**config.mk**
```make
export PLATFORM = sky130hd
export DESIGN_NAME = rv_imm_gen_pipe
export DESIGN_NICKNAME = d
export VERILOG_FILES = /design/src/rtl/rv_imm_gen_pipe.sv
export SDC_FILE = /design/constraint.sdc
export NUM_CORES = 1
export LEC_CHECK = 0
export CORE_MARGIN = 2
export CORE_UTILIZATION = 44
export DETAILED_ROUTE_END_ITERATION = 16
export PLACE_DENSITY_LB_ADDON = 0.1
export SLEW_MARGIN = 20
export SYNTH_ARGS = -nofsm -noshare
export SYNTH_HDL_FRONTEND = slang
export SYNTH_SLANG_ARGS = --single-unit
export TNS_END_PERCENT = 1
```
**constraint.sdc**
```tcl
create_clock -name clk_i -period 2.87 [get_ports clk_i]
set_clock_uncertainty 0.15 [all_clocks]
set_input_delay 0.574 -clock clk_i [delete_from_list [all_inputs] [get_ports clk_i]]
set_output_delay 0.574 -clock clk_i [all_outputs]
set_load 0.005 [all_outputs]
```
**src/rtl/rv_imm_gen_pipe.sv**
```systemverilog
// rv_imm_gen_pipe
//   Pipelined RISC-V immediate generator for the decode stage. It works out the
//   immediate format (I/S/B/U/J) from the opcode of a 32-bit instruction. It then
//   builds the immediate and sign-extends it to DATA_WIDTH. The result sits in a
//   main register with a skid register behind it, so the valid/ready handshake
//   keeps full throughput under backpressure. A saturating counter tracks
//   accepted instructions that have no recognised immediate format.
//
// Ports
//   clk_i        rising-edge clock
//   rst_i        asynchronous active-high reset
//   flush_i      synchronous flush; empties main and skid registers
//   instr_i      instruction word; valid_i qualifies it
//   ready_o      block can accept (skid register empty)
//   imm_o        sign-extended immediate of the head entry
//   fmt_o        0 NONE, 1 I, 2 S, 3 B, 4 U, 5 J; valid_o qualifies it
//   ready_i      downstream accepts the head entry
//   unsup_cnt_o  saturating count of accepted NONE-format instructions
module rv_imm_gen_pipe #(
    parameter int unsigned DATA_WIDTH = 64,
    parameter int unsigned CNT_WIDTH  = 16
) (
    input  logic                  clk_i,
    input  logic                  rst_i,
    input  logic                  flush_i,
    input  logic [31:0]           instr_i,
    input  logic                  valid_i,
    output logic                  ready_o,
    output logic [DATA_WIDTH-1:0] imm_o,
    output logic [2:0]            fmt_o,
    output logic                  valid_o,
    input  logic                  ready_i,
    output logic [CNT_WIDTH-1:0]  unsup_cnt_o
);

    typedef enum logic [2:0] {
        FMT_NONE = 3'd0,
        FMT_I    = 3'd1,
        FMT_S    = 3'd2,
        FMT_B    = 3'd3,
        FMT_U    = 3'd4,
        FMT_J    = 3'd5
    } fmt_e;

    // Decode of the incoming instruction
    fmt_e                  fmt_dec;
    logic [31:0]           raw_dec;
    logic [DATA_WIDTH-1:0] imm_dec;

    // Storage
    logic                  main_valid_q, main_valid_d;
    logic [DATA_WIDTH-1:0] main_imm_q,   main_imm_d;
    fmt_e                  main_fmt_q,   main_fmt_d;
    logic                  skid_valid_q, skid_valid_d;
    logic [DATA_WIDTH-1:0] skid_imm_q,   skid_imm_d;
    fmt_e                  skid_fmt_q,   skid_fmt_d;
    logic [CNT_WIDTH-1:0]  cnt_q,        cnt_d;

    logic in_fire;
    logic out_fire;

    always_comb begin
        fmt_dec = FMT_NONE;
        raw_dec = '0;
        case (instr_i[6:0])
            7'b0000011, 7'b0010011, 7'b0011011, 7'b1100111, 7'b1110011: begin
                fmt_dec = FMT_I;
                raw_dec = {{20{instr_i[31]}}, instr_i[31:20]};
            end
            7'b0100011: begin
                fmt_dec = FMT_S;
                raw_dec = {{20{instr_i[31]}}, instr_i[31:25], instr_i[11:7]};
            end
            7'b1100011: begin
                fmt_dec = FMT_B;
                raw_dec = {{19{instr_i[31]}}, instr_i[31], instr_i[7],
                           instr_i[30:25], instr_i[11:8], 1'b0};
            end
            7'b0110111, 7'b0010111: begin
                fmt_dec = FMT_U;
                raw_dec = {instr_i[31:12], 12'b0};
            end
            7'b1101111: begin
                fmt_dec = FMT_J;
                raw_dec = {{11{instr_i[31]}}, instr_i[31], instr_i[19:12],
                           instr_i[20], instr_i[30:21], 1'b0};
            end
            default: begin
                fmt_dec = FMT_NONE;
                raw_dec = '0;
            end
        endcase
    end

    // raw_dec is already sign-extended to 32 bits; widen (or keep) to DATA_WIDTH
    always_comb begin
        imm_dec = '0;
        for (int unsigned b = 0; b < DATA_WIDTH; b++) begin
            imm_dec[b] = (b < 32) ? raw_dec[b[4:0]] : raw_dec[31];
        end
    end

    assign ready_o  = !skid_valid_q;
    assign in_fire  = valid_i && ready_o;
    assign out_fire = main_valid_q && ready_i;

    always_comb begin
        main_valid_d = main_valid_q;
        main_imm_d   = main_imm_q;
        main_fmt_d   = main_fmt_q;
        skid_valid_d = skid_valid_q;
        skid_imm_d   = skid_imm_q;
        skid_fmt_d   = skid_fmt_q;
        cnt_d        = cnt_q;

        if (flush_i) begin
            main_valid_d = 1'b0;
            skid_valid_d = 1'b0;
        end else if (skid_valid_q) begin
            // ready_o is low, so nothing can enter; only the skid can advance
            if (out_fire) begin
                main_valid_d = 1'b1;
                main_imm_d   = skid_imm_q;
                main_fmt_d   = skid_fmt_q;
                skid_valid_d = 1'b0;
            end
        end else if (in_fire) begin
            if (!main_valid_q || ready_i) begin
                main_valid_d = 1'b1;
                main_imm_d   = imm_dec;
                main_fmt_d   = fmt_dec;
            end else begin
                skid_valid_d = 1'b1;
                skid_imm_d   = imm_dec;
                skid_fmt_d   = fmt_dec;
            end
        end else if (out_fire) begin
            main_valid_d = 1'b0;
        end

        if (in_fire && !flush_i && (fmt_dec == FMT_NONE) && (cnt_q != '1)) begin
            cnt_d = cnt_q + 1'b1;
        end
    end

    always_ff @(posedge clk_i or posedge rst_i) begin
        if (rst_i) begin
            main_valid_q <= 1'b0;
            main_imm_q   <= '0;
            main_fmt_q   <= FMT_NONE;
            skid_valid_q <= 1'b0;
            skid_imm_q   <= '0;
            skid_fmt_q   <= FMT_NONE;
            cnt_q        <= '0;
        end else begin
            main_valid_q <= main_valid_d;
            main_imm_q   <= main_imm_d;
            main_fmt_q   <= main_fmt_d;
            skid_valid_q <= skid_valid_d;
            skid_imm_q   <= skid_imm_d;
            skid_fmt_q   <= skid_fmt_d;
            cnt_q        <= cnt_d;
        end
    end

    assign valid_o     = main_valid_q;
    assign imm_o       = main_imm_q;
    assign fmt_o       = main_fmt_q;
    assign unsup_cnt_o = cnt_q;

endmodule

```
* Word-level counts from Yosys, hierarchy flattened
Index checks and enable logic that the tools add are counted.
Storage, ports and cells: output and inout port bits 85, input port bits 37, word-level logic and storage cells 64, flip-flop bits (word level) 120
Cells by class: bitwise operators 3, $add $sub $neg 1, eq/ne operators 14, muxes and demuxes 21, reduce and logical (&&, ||, !) cells 18
Operator list (count):
- 2-to-1 mux 64 bit | 4
- one-hot mux 32 bit (5 select lines) | 1
- equality test 7 bit (second input constant) | 4
- equality test 7 x 5 -> 1 bit (second input constant) | 3
- adder 16 x 1 -> 16 bit (second input constant) | 1
- inequality test 16 bit (second input constant) | 1
- one-hot mux 3 bit (5 select lines) | 1
- equality test 7 x 6 -> 1 bit (second input constant) | 2
- 2-to-1 mux 3 bit | 4
- 2-to-1 mux 1 bit | 11
- AND reduction 4 bit | 2
- equality test 7 x 2 -> 1 bit (second input constant) | 1
- logical AND 1 bit | 5
- OR reduction 5 bit | 1
- inequality test 4 x 3 -> 1 bit (second input constant) | 1
- nonzero test 2 bit | 2
- logical NOT 1 bit | 3
- logical NOT 3 bit | 1
- inequality test 3 x 2 -> 1 bit (second input constant) | 1
- inverter 1 bit | 3
- AND reduction 3 bit | 1
- nonzero test 3 bit | 1
- inequality test 2 x 1 -> 1 bit (second input constant) | 1
- OR reduction 2 bit | 1
- logical OR 1 bit | 1

* Longest topological paths before layout
Gate-level depths: netlist of the first run.
depth after elaboration 6, gate-level depth with buffers 7, gate-level depth less buffers 5

* Worst setup path before layout of the first run
OpenSTA, ideal clock, no wires.
path kind input to register, start point input instr_i[5], end point register cnt_q[1] (netlist: unsup_cnt_o[1]), buffers on the path 1, stages on the path 6, library setup time 0.128 ns, required time 2.592 ns, data arrival time 1.764 ns, slack 0.828 ns, cells stage by stage buf_2 > mux2_2 > a211oi_2 > o21ai_2 > nand2_1 > mux2_1
Between the ends: cells in the longest elaborated chain, start to end 6, elaborated cells between the ends (all ways) 16, those cells by class 10 x eq/ne; 1 x mux; 5 x reduce/logical
Ends and longest elaborated chain:
- start, declared | RTL line 26 | input logic [31:0] instr_i,
- equality test 7 x 2 -> 1 bit (tied with other cells) | RTL line 65 | case (instr_i[6:0])
- OR reduction 5 bit / OR reduction 2 bit (equally long branches) | RTL line 65
- one-hot mux 3 bit (5 select lines) * | RTL line 65
- logical NOT 3 bit * | RTL line 141 | if (in_fire && !flush_i && (fmt_dec == FMT_NONE) && (cnt_q != '1)) begin
- logical AND 1 bit * (2 in series) | RTL line 141
- end signal, assigned | RTL line 162 | cnt_q <= cnt_d;
- end, declared | RTL line 57 | logic [CNT_WIDTH-1:0] cnt_q, cnt_d;
Every way passes the cells marked *; elsewhere a longest branch is shown, timed or not. A chain may end at the register's enable or synchronous reset.

* Final worst setup path of the first run
start point register skid_valid_q, end point output ready_o
Between the ends: cells in the longest elaborated chain, start to end 1
Ends and longest elaborated chain:
- start, declared | RTL line 54 | logic skid_valid_q, skid_valid_d;
- start signal, assigned | RTL line 159 | skid_valid_q <= skid_valid_d;
- logical NOT 1 bit | RTL line 103 | assign ready_o = !skid_valid_q;
- end, declared | RTL line 28 | output logic ready_o,
Every way passes these cells.

==> impl_table.tex, run 1 <==
\begin{tabular}{lr}
\hline
Metric & Value \\
\hline
\multicolumn{2}{l}{\textbf{STA}} \\
\quad Max-slew violation count & 0 \\
\quad Final count of negative-setup-slack endpoints & 0 \\
\quad Transition time of the tightest slew-check pin & between 800 and 900 ps \\
\quad Worst slew margin & 0.442 \\
\quad Fmax & 0.411 GHz \\
\quad Hold Vio Cnt, Final & 0 \\
\quad Setup TNS & 0 ps \\
\quad Share of the clock period used by the worst path & 0.848 \\
\quad Setup repair after global routing missed its margin & no \\
\quad Clock period minus final worst setup slack & 2430 ps \\
\multicolumn{2}{l}{\textbf{Synth}} \\
\quad Mapped cell area & 0.00452 mm² \\
\quad Mean Syn Cell Area & approximately 9.5 µm² \\
\quad Number of synthesized register bits & 88 \\
\quad Count of mapped cells out of synthesis & 475 \\
\quad Synthesized Nets & between 500 and 600 \\
\quad Synth unique cells & 50 \\
\quad Leading register cell type out of synthesis & dfrtp\_1 \\
\quad Proportion of netlist area held by the largest area contributor & 0.487 \\
\quad Top cells by area, synth & dfrtp\_1 49\%, buf\_4 5.8\%, nand2\_1 5.3\%, nand3b\_1 4.0\%, o21ai\_0 3.5\% \\
\quad Sequential element share of the synthesized area & 0.487 \\
\quad Number of flops mapped to enable cells by yosys & 0 \\
\quad Cell type with the highest aggregate area in the netlist & dfrtp\_1 \\
\quad Proportion of synthesized flip-flops having asynchronous set or reset & 1.00 \\
\quad Warning count from the yosys run & 0 \\
\multicolumn{2}{l}{\textbf{Final layout}} \\
\quad Nets@finish & between 600 and 700 \\
\quad Final design instance area without fill & between 0.005 and 0.006 mm² \\
\quad Area delta synth->final & 30.5\% \\
\quad Seq. cell area & $\sim$0.0022 mm² \\
\quad Share of final-layout standard cells stronger than drive strength 1 & 0.118 \\
\quad Most frequent cells in the layout & 121 x clkdlybuf4s50\_1, 88 x dfrtp\_1, 64 x nand2\_1 \\
\quad Final-layout fill cell count & 863 \\
\quad Ant diodes & 0 \\
\quad Total area of multi-input combinational cells & between 0.0015 and 0.002 mm² \\
\quad Most common cell after layout, fill and taps aside & clkdlybuf4s50\_1 \\
\multicolumn{2}{l}{\textbf{Die}} \\
\quad Placeable core area & between 0.009 and 0.01 mm² \\
\quad Initial cell density of the core & 0.458 \\
\quad Total die area & around 0.011 mm² \\
\quad FP Rows & 36 \\
\quad Vertical extent of the die & $\sim$110 µm \\
\quad \# IOs & about 120 \\
\quad Die Wd & between 100 and 150 µm \\
\multicolumn{2}{l}{\textbf{Route}} \\
\quad Initial DRT Pass Iterations & 4 \\
\quad Post-DRT Antenna Nets & 0 \\
\quad Vias & $\sim$3700 \\
\quad Vias per cell & around 5.3 \\
\quad Initial drt markers & between 150 and 200 \\
\quad Number of design rule violations left after detail routing & 0 \\
\quad Wire length after detailed routing & between 10000 and 15000 µm \\
\quad DR WL/cell & 15.0 µm \\
\multicolumn{2}{l}{\textbf{Pwr}} \\
\quad Leakage Power & roughly 2.4 nW \\
\quad Power per Cell Area & $\sim$580 mW/mm² \\
\quad Maximum VDD drop & between 300 and 400 µV \\
\multicolumn{2}{l}{\textbf{Critical path}} \\
\quad Longest individual stage delay on the worst path & 550 ps \\
\quad Critical Path End & ready\_o \\
\quad R2R depth & 5 \\
\quad Worst flop-to-flop path endpoint & imm\_o[27] \\
\quad Reg-to-reg critical path startpoint & skid\_valid\_q \\
\quad Cell depth of the worst setup path & 2 \\
\quad Worst path buffer plus inverter count & 2 \\
\quad Reg2reg setup slack & 530 ps \\
\quad CP Capture Type & output pin \\
\quad Cell family contributing the most delay on the critical path & buffers and inverters \\
\quad Critical-path cell list & inv\_2 > clkdlybuf4s50\_1 \\
\quad Critical Setup Path Class & flip-flop to output pin \\
\quad Launching element of the worst setup path & skid\_valid\_q \\
\quad Sort of element at the start of the critical path & flip-flop \\
\quad Required time at the worst-slack endpoint & 2150 ps \\
\quad Max stage delay cell, worst path & dfrtp\_1 \\
\quad Arrival time reported for the critical path endpoint & approximately 1700 ps \\
\quad Biggest fanout along the worst timing path & 13 \\
\multicolumn{2}{l}{\textbf{Global route}} \\
\quad M2 GR Usage & 0.330 \\
\quad GR peak layer & met2 \\
\quad Global routing met3 resource utilization & 0.0346 \\
\quad Pin count of the biggest net entering global routing & roughly 70 \\
\quad Total congestion overflow & 0 \\
\quad Number of antenna violations at the first check in global routing & 0 \\
\quad Vias in the first global route & between 3000 and 4000 \\
\quad Wire length of the first global-routing pass & roughly 18000 µm \\
\quad All-layer global routing usage & 0.198 \\
\quad Met1 Track Usage GR & 0.263 \\
\multicolumn{2}{l}{\textbf{Placed design}} \\
\quad Placer's final routability congestion estimate & between 0.8 and 0.9 \\
\quad Cell area reported after detailed placement & roughly 0.0057 mm² \\
\quad I/O Buffers & 121 \\
\quad Final HPWL DP & between 7000 and 8000 µm \\
\multicolumn{2}{l}{\textbf{Clock network}} \\
\quad Number of H-tree levels & 3 \\
\quad Number of buffers created by CTS & 9 \\
\quad Master cell of the clock root buffer & clkbuf\_8 \\
\quad Clk slew on worst S/H paths & about 90 ps \\
\quad Clock sink count & about 90 \\
\quad Post CTS Setup Buffer Count & 0 \\
\quad Number of buffers on the longest clock path & 2 \\
\quad Resized cells post-CTS & 0 \\
\quad Number of hold-repair buffers added at the cts stage & 0 \\
\quad Worst-skew pair later-pin latency & 350 ps \\
\quad TritonCTS clock tree & yes \\
\multicolumn{2}{l}{\textbf{Min path}} \\
\quad Type of the most critical hold path & flip-flop to flip-flop \\
\multicolumn{2}{l}{\textbf{Outcome}} \\
\quad Result of the run & completed \\
\multicolumn{2}{l}{\textbf{Run}} \\
\quad Number of max-cap violations & 0 \\
\hline
\end{tabular}
[registers in the layout (all words and copies together), names as in the netlist]
name / count
imm_o: 32
unsup_cnt_o: 16
skid_fmt_q: 3
valid_o: 1
fmt_o: 3
skid_imm_q: 32
skid_valid_q: 1
[worst min-delay path by stage]
stage / cells past startpoint / slack, ps / from / to
floorplan: 2 / 290 / skid_imm_q[1] / skid_imm_q[1]
global placement: 2 / 310 / skid_imm_q[1] / skid_imm_q[1]
detailed placement: 2 / 310 / skid_imm_q[7] / skid_imm_q[7]
CTS: 2 / 330 / skid_imm_q[7] / skid_imm_q[7]
global route: 1 / 360 / skid_fmt_q[0] / skid_fmt_q[0]
finish: 2 / 330 / skid_imm_q[7] / skid_imm_q[7]
[Yosys cell counts (all sizes together), types with 3 or more instances]
| cell | instances |
|---|---|
| clkbuf | 11 |
| nor2 | 34 |
| and3 | 9 |
| nand2 | 64 |
| and4 | 4 |
| nand3b | 24 |
| buf | 52 |
| a21oi | 35 |
| nand4 | 7 |
| a211oi | 5 |
| o21ai | 36 |
| nand3 | 23 |
| a22oi | 4 |
| mux2 | 3 |
| nor2b | 4 |
| o211ai | 3 |
| xnor2 | 15 |
| a31oi | 24 |
| dfrtp | 88 |
| inv | 4 |
[stage by stage]
stage	setup slack, ps	power [mW]	hold WS [ps]	utilization	cells
floorplan	828	2.13	291	-	475
global placement	145	2.62	305	0.580	691
detailed placement	92.6	2.64	313	0.580	691
CTS	431	3.44	335	0.598	707
global route	235	3.60	359	0.598	707
finish	435	3.40	330	0.598	707
[report_power, final]
part	leakage (nW)	internal, mW	switching, mW
clock	0.0879	0.328	0.465
sequential	1.11	1.46	0.157
combinational	1.17	0.616	0.379
total	2.37	2.40	1.00
[cell type report]
type                            instances  share of cell area
Sequential cell                        88               0.373
Multi-Input combinational cell        320               0.324
Timing Repair Buffer                  146               0.241
Tap cell                              133              0.0282
Clock buffer                           10              0.0216
Clock inverter                          6             0.00870
Inverter                                4             0.00318
[tightest hold or removal path, stage by stage (launching register included)]
cell	delay (ps)
dfrtp_1	350
nand2_1	50
nand2_1	50
[cells by family after synthesis]
logic type | synth area share
AOI/OAI and AO/OA | 0.169
muxes | 0.0119
and+or+nand+nor | 0.205
DFF | 0.487
adders and majority gates | 0.00277
xor gates and xnor gates | 0.0310
buffers and inverters | 0.0933
[routing by layer]
metal / wire length (µm) / up-vias
li1: - / 1830
met1: 4760 / 1776
met3: 479 / 16
met5: 0 / -
met4: 183 / 0
met2: 5210 / 97
No activity file was read; power rests on OpenSTA's default activity.
==> run 2, diff against run 1 <==
- CORE_UTILIZATION: 44 -> 49
- clock period: 2.87 -> 2.4 ns (I/O delays scaled with it)
==> impl_table.tex, run 2 (synthesized netlist as in run 1, its figures left out) <==
\begin{tabular}{lr}
\hline
Metric & Value \\
\hline
\multicolumn{2}{l}{\textbf{STA}} \\
\quad Max-slew violation count & 0 \\
\quad Setup repair after global routing missed its margin & no \\
\quad Final count of negative-setup-slack endpoints & 0 \\
\quad Hold Vio Cnt, Final & 0 \\
\quad Clock period minus final worst setup slack & 2260 ps \\
\quad Setup TNS & 0 ps \\
\quad Fmax & 0.443 GHz \\
\quad Transition time of the tightest slew-check pin & 662 ps \\
\quad Worst slew margin & 0.558 \\
\quad Share of the clock period used by the worst path & 0.940 \\
\multicolumn{2}{l}{\textbf{Die}} \\
\quad Die Wd & around 100 µm \\
\quad Total die area & about 0.010 mm² \\
\quad Initial cell density of the core & 0.496 \\
\quad Vertical extent of the die & around 100 µm \\
\quad FP Rows & 35 \\
\quad \# IOs & $\sim$120 \\
\quad Placeable core area & between 0.009 and 0.01 mm² \\
\multicolumn{2}{l}{\textbf{Critical path}} \\
\quad Critical-path cell list & buf\_4 > inv\_2 > clkdlybuf4s50\_1 \\
\quad Sort of element at the start of the critical path & flip-flop \\
\quad Reg2reg setup slack & between 200 and 250 ps \\
\quad R2R depth & 6 \\
\quad Cell depth of the worst setup path & 3 \\
\quad Required time at the worst-slack endpoint & 1770 ps \\
\quad Cell family contributing the most delay on the critical path & buffers and inverters \\
\quad Critical Setup Path Class & flip-flop to output pin \\
\quad CP Capture Type & output pin \\
\quad Biggest fanout along the worst timing path & 9 \\
\quad Arrival time reported for the critical path endpoint & between 1500 and 2000 ps \\
\quad Reg-to-reg critical path startpoint & skid\_valid\_q \\
\quad Max stage delay cell, worst path & clkdlybuf4s50\_1 \\
\quad Critical Path End & ready\_o \\
\quad Launching element of the worst setup path & skid\_valid\_q \\
\quad Worst flop-to-flop path endpoint & imm\_o[20] \\
\quad Worst path buffer plus inverter count & 3 \\
\quad Longest individual stage delay on the worst path & a little over 500 ps \\
\multicolumn{2}{l}{\textbf{Min path}} \\
\quad Type of the most critical hold path & flip-flop to flip-flop \\
\quad Cell depth of the worst hold path & 2 \\
\multicolumn{2}{l}{\textbf{Route}} \\
\quad Post-DRT Antenna Nets & 0 \\
\quad Number of design rule violations left after detail routing & 0 \\
\quad Wire length after detailed routing & approximately 11000 µm \\
\quad Initial DRT Pass Iterations & 5 \\
\quad Initial drt markers & 200 \\
\quad Vias & between 3000 and 4000 \\
\quad DR WL/cell & about 15 µm \\
\quad Vias per cell & around 5.4 \\
\multicolumn{2}{l}{\textbf{Final layout}} \\
\quad Most frequent cells in the layout & 121 x clkdlybuf4s50\_1, 88 x dfrtp\_1, 64 x nand2\_1 \\
\quad Seq. cell area & $\sim$0.0022 mm² \\
\quad Nets@finish & roughly 630 \\
\quad Total area of multi-input combinational cells & between 0.0015 and 0.002 mm² \\
\quad Most common cell after layout, fill and taps aside & clkdlybuf4s50\_1 \\
\quad Ant diodes & 0 \\
\quad Area delta synth->final & 34.7\% \\
\quad Share of final-layout standard cells stronger than drive strength 1 & 0.153 \\
\quad Final Core Density & 0.668 \\
\quad Final-layout fill cell count & 744 \\
\multicolumn{2}{l}{\textbf{Global route}} \\
\quad Wire length of the first global-routing pass & between 15000 and 20000 µm \\
\quad Pin count of the biggest net entering global routing & 71 \\
\quad Number of antenna violations at the first check in global routing & 0 \\
\quad Total congestion overflow & 0 \\
\quad All-layer global routing usage & 0.223 \\
\quad Vias in the first global route & about 3700 \\
\multicolumn{2}{l}{\textbf{Pwr}} \\
\quad Leakage Power & between 2 and 2.5 nW \\
\quad Maximum VDD drop & 566 µV \\
\quad Power per Cell Area & roughly 700 mW/mm² \\
\multicolumn{2}{l}{\textbf{Placed design}} \\
\quad Placer's final routability congestion estimate & 0.786 \\
\quad I/O Buffers & around 120 \\
\quad Final HPWL DP & between 7000 and 8000 µm \\
\multicolumn{2}{l}{\textbf{Clock network}} \\
\quad Master cell of the clock root buffer & clkbuf\_8 \\
\quad Number of H-tree levels & 3 \\
\quad Clk slew on worst S/H paths & 90 ps \\
\quad Number of hold-repair buffers added at the cts stage & 0 \\
\quad Clock sink count & 88 \\
\quad Number of buffers created by CTS & 9 \\
\quad TritonCTS clock tree & yes \\
\quad Worst-skew pair later-pin latency & $\sim$360 ps \\
\quad Number of buffers on the longest clock path & 2 \\
\multicolumn{2}{l}{\textbf{Outcome}} \\
\quad Result of the run & completed \\
\multicolumn{2}{l}{\textbf{Run}} \\
\quad Number of max-cap violations & 0 \\
\hline
\end{tabular}
run 2: per-stage QoR:
step | hold slack, ps | cell area (µm²) | power [mW] | setup WS [ps] | instances
after floorplan | 291 | 4520 | 2.55 | 452 | 475
after global placement | 304 | 5870 | 3.15 | -226 | 690
after detailed placement | 314 | 5870 | 3.20 | -255 | 690
after CTS | 335 | 6090 | 4.28 | 133 | 706
after global routing | 343 | 6090 | 4.48 | 47.5 | 706
final | 328 | 6090 | 4.24 | 144 | 706
run 2: cell type report:
type / count / share of cell area
Sequential cell: 88 / 0.362
Multi-Input combinational cell: 320 / 0.314
Timing Repair Buffer: 167 / 0.264
Tap cell: 111 / 0.0228
Clock buffer: 10 / 0.0226
Clock inverter: 6 / 0.0121
Inverter: 4 / 0.00308
run 2: power breakdown:
part	switching [mW]	internal (mW)
Clock	0.555	0.523
Combinational	0.473	0.760
Sequential	0.186	1.74
run 2: worst reg2reg max path: stages (launching register included):
cell	delay (ps)
dfrtp_1	490
nand2b_1	230
a211oi_4	250
buf_4	550
nand3b_1	190
o21ai_0	130
a21oi_1	60
run 2: repair_timing:
action                                  CTS  global route
resized for setup                         0             1
buffers inserted                          0             0
endpoints found under the hold margin     0             0
endpoints found under the setup margin    0             5
run 2: metal layers:
layer,vias up,track usage,share of wire
li1,1869,-,-
met1,1826,0.290,0.44
met2,94,0.383,0.51
met3,10,0.0411,0.039
met4,0,0.0643,0.014
met5,-,0,0
run 2: worst min-delay path by stage:
| stage | from | endpoint | slack [ps] |
|---|---|---|---|
| final | skid_imm_q[10] | skid_imm_q[10] | 330 |
| after global routing | skid_fmt_q[0] | skid_fmt_q[0] | 340 |
| after CTS | skid_fmt_q[0] | skid_fmt_q[0] | 330 |
| after detailed placement | skid_imm_q[5] | skid_imm_q[5] | 310 |
| after global placement | skid_imm_q[1] | skid_imm_q[1] | 300 |
| after floorplan | skid_imm_q[1] | skid_imm_q[1] | 290 |
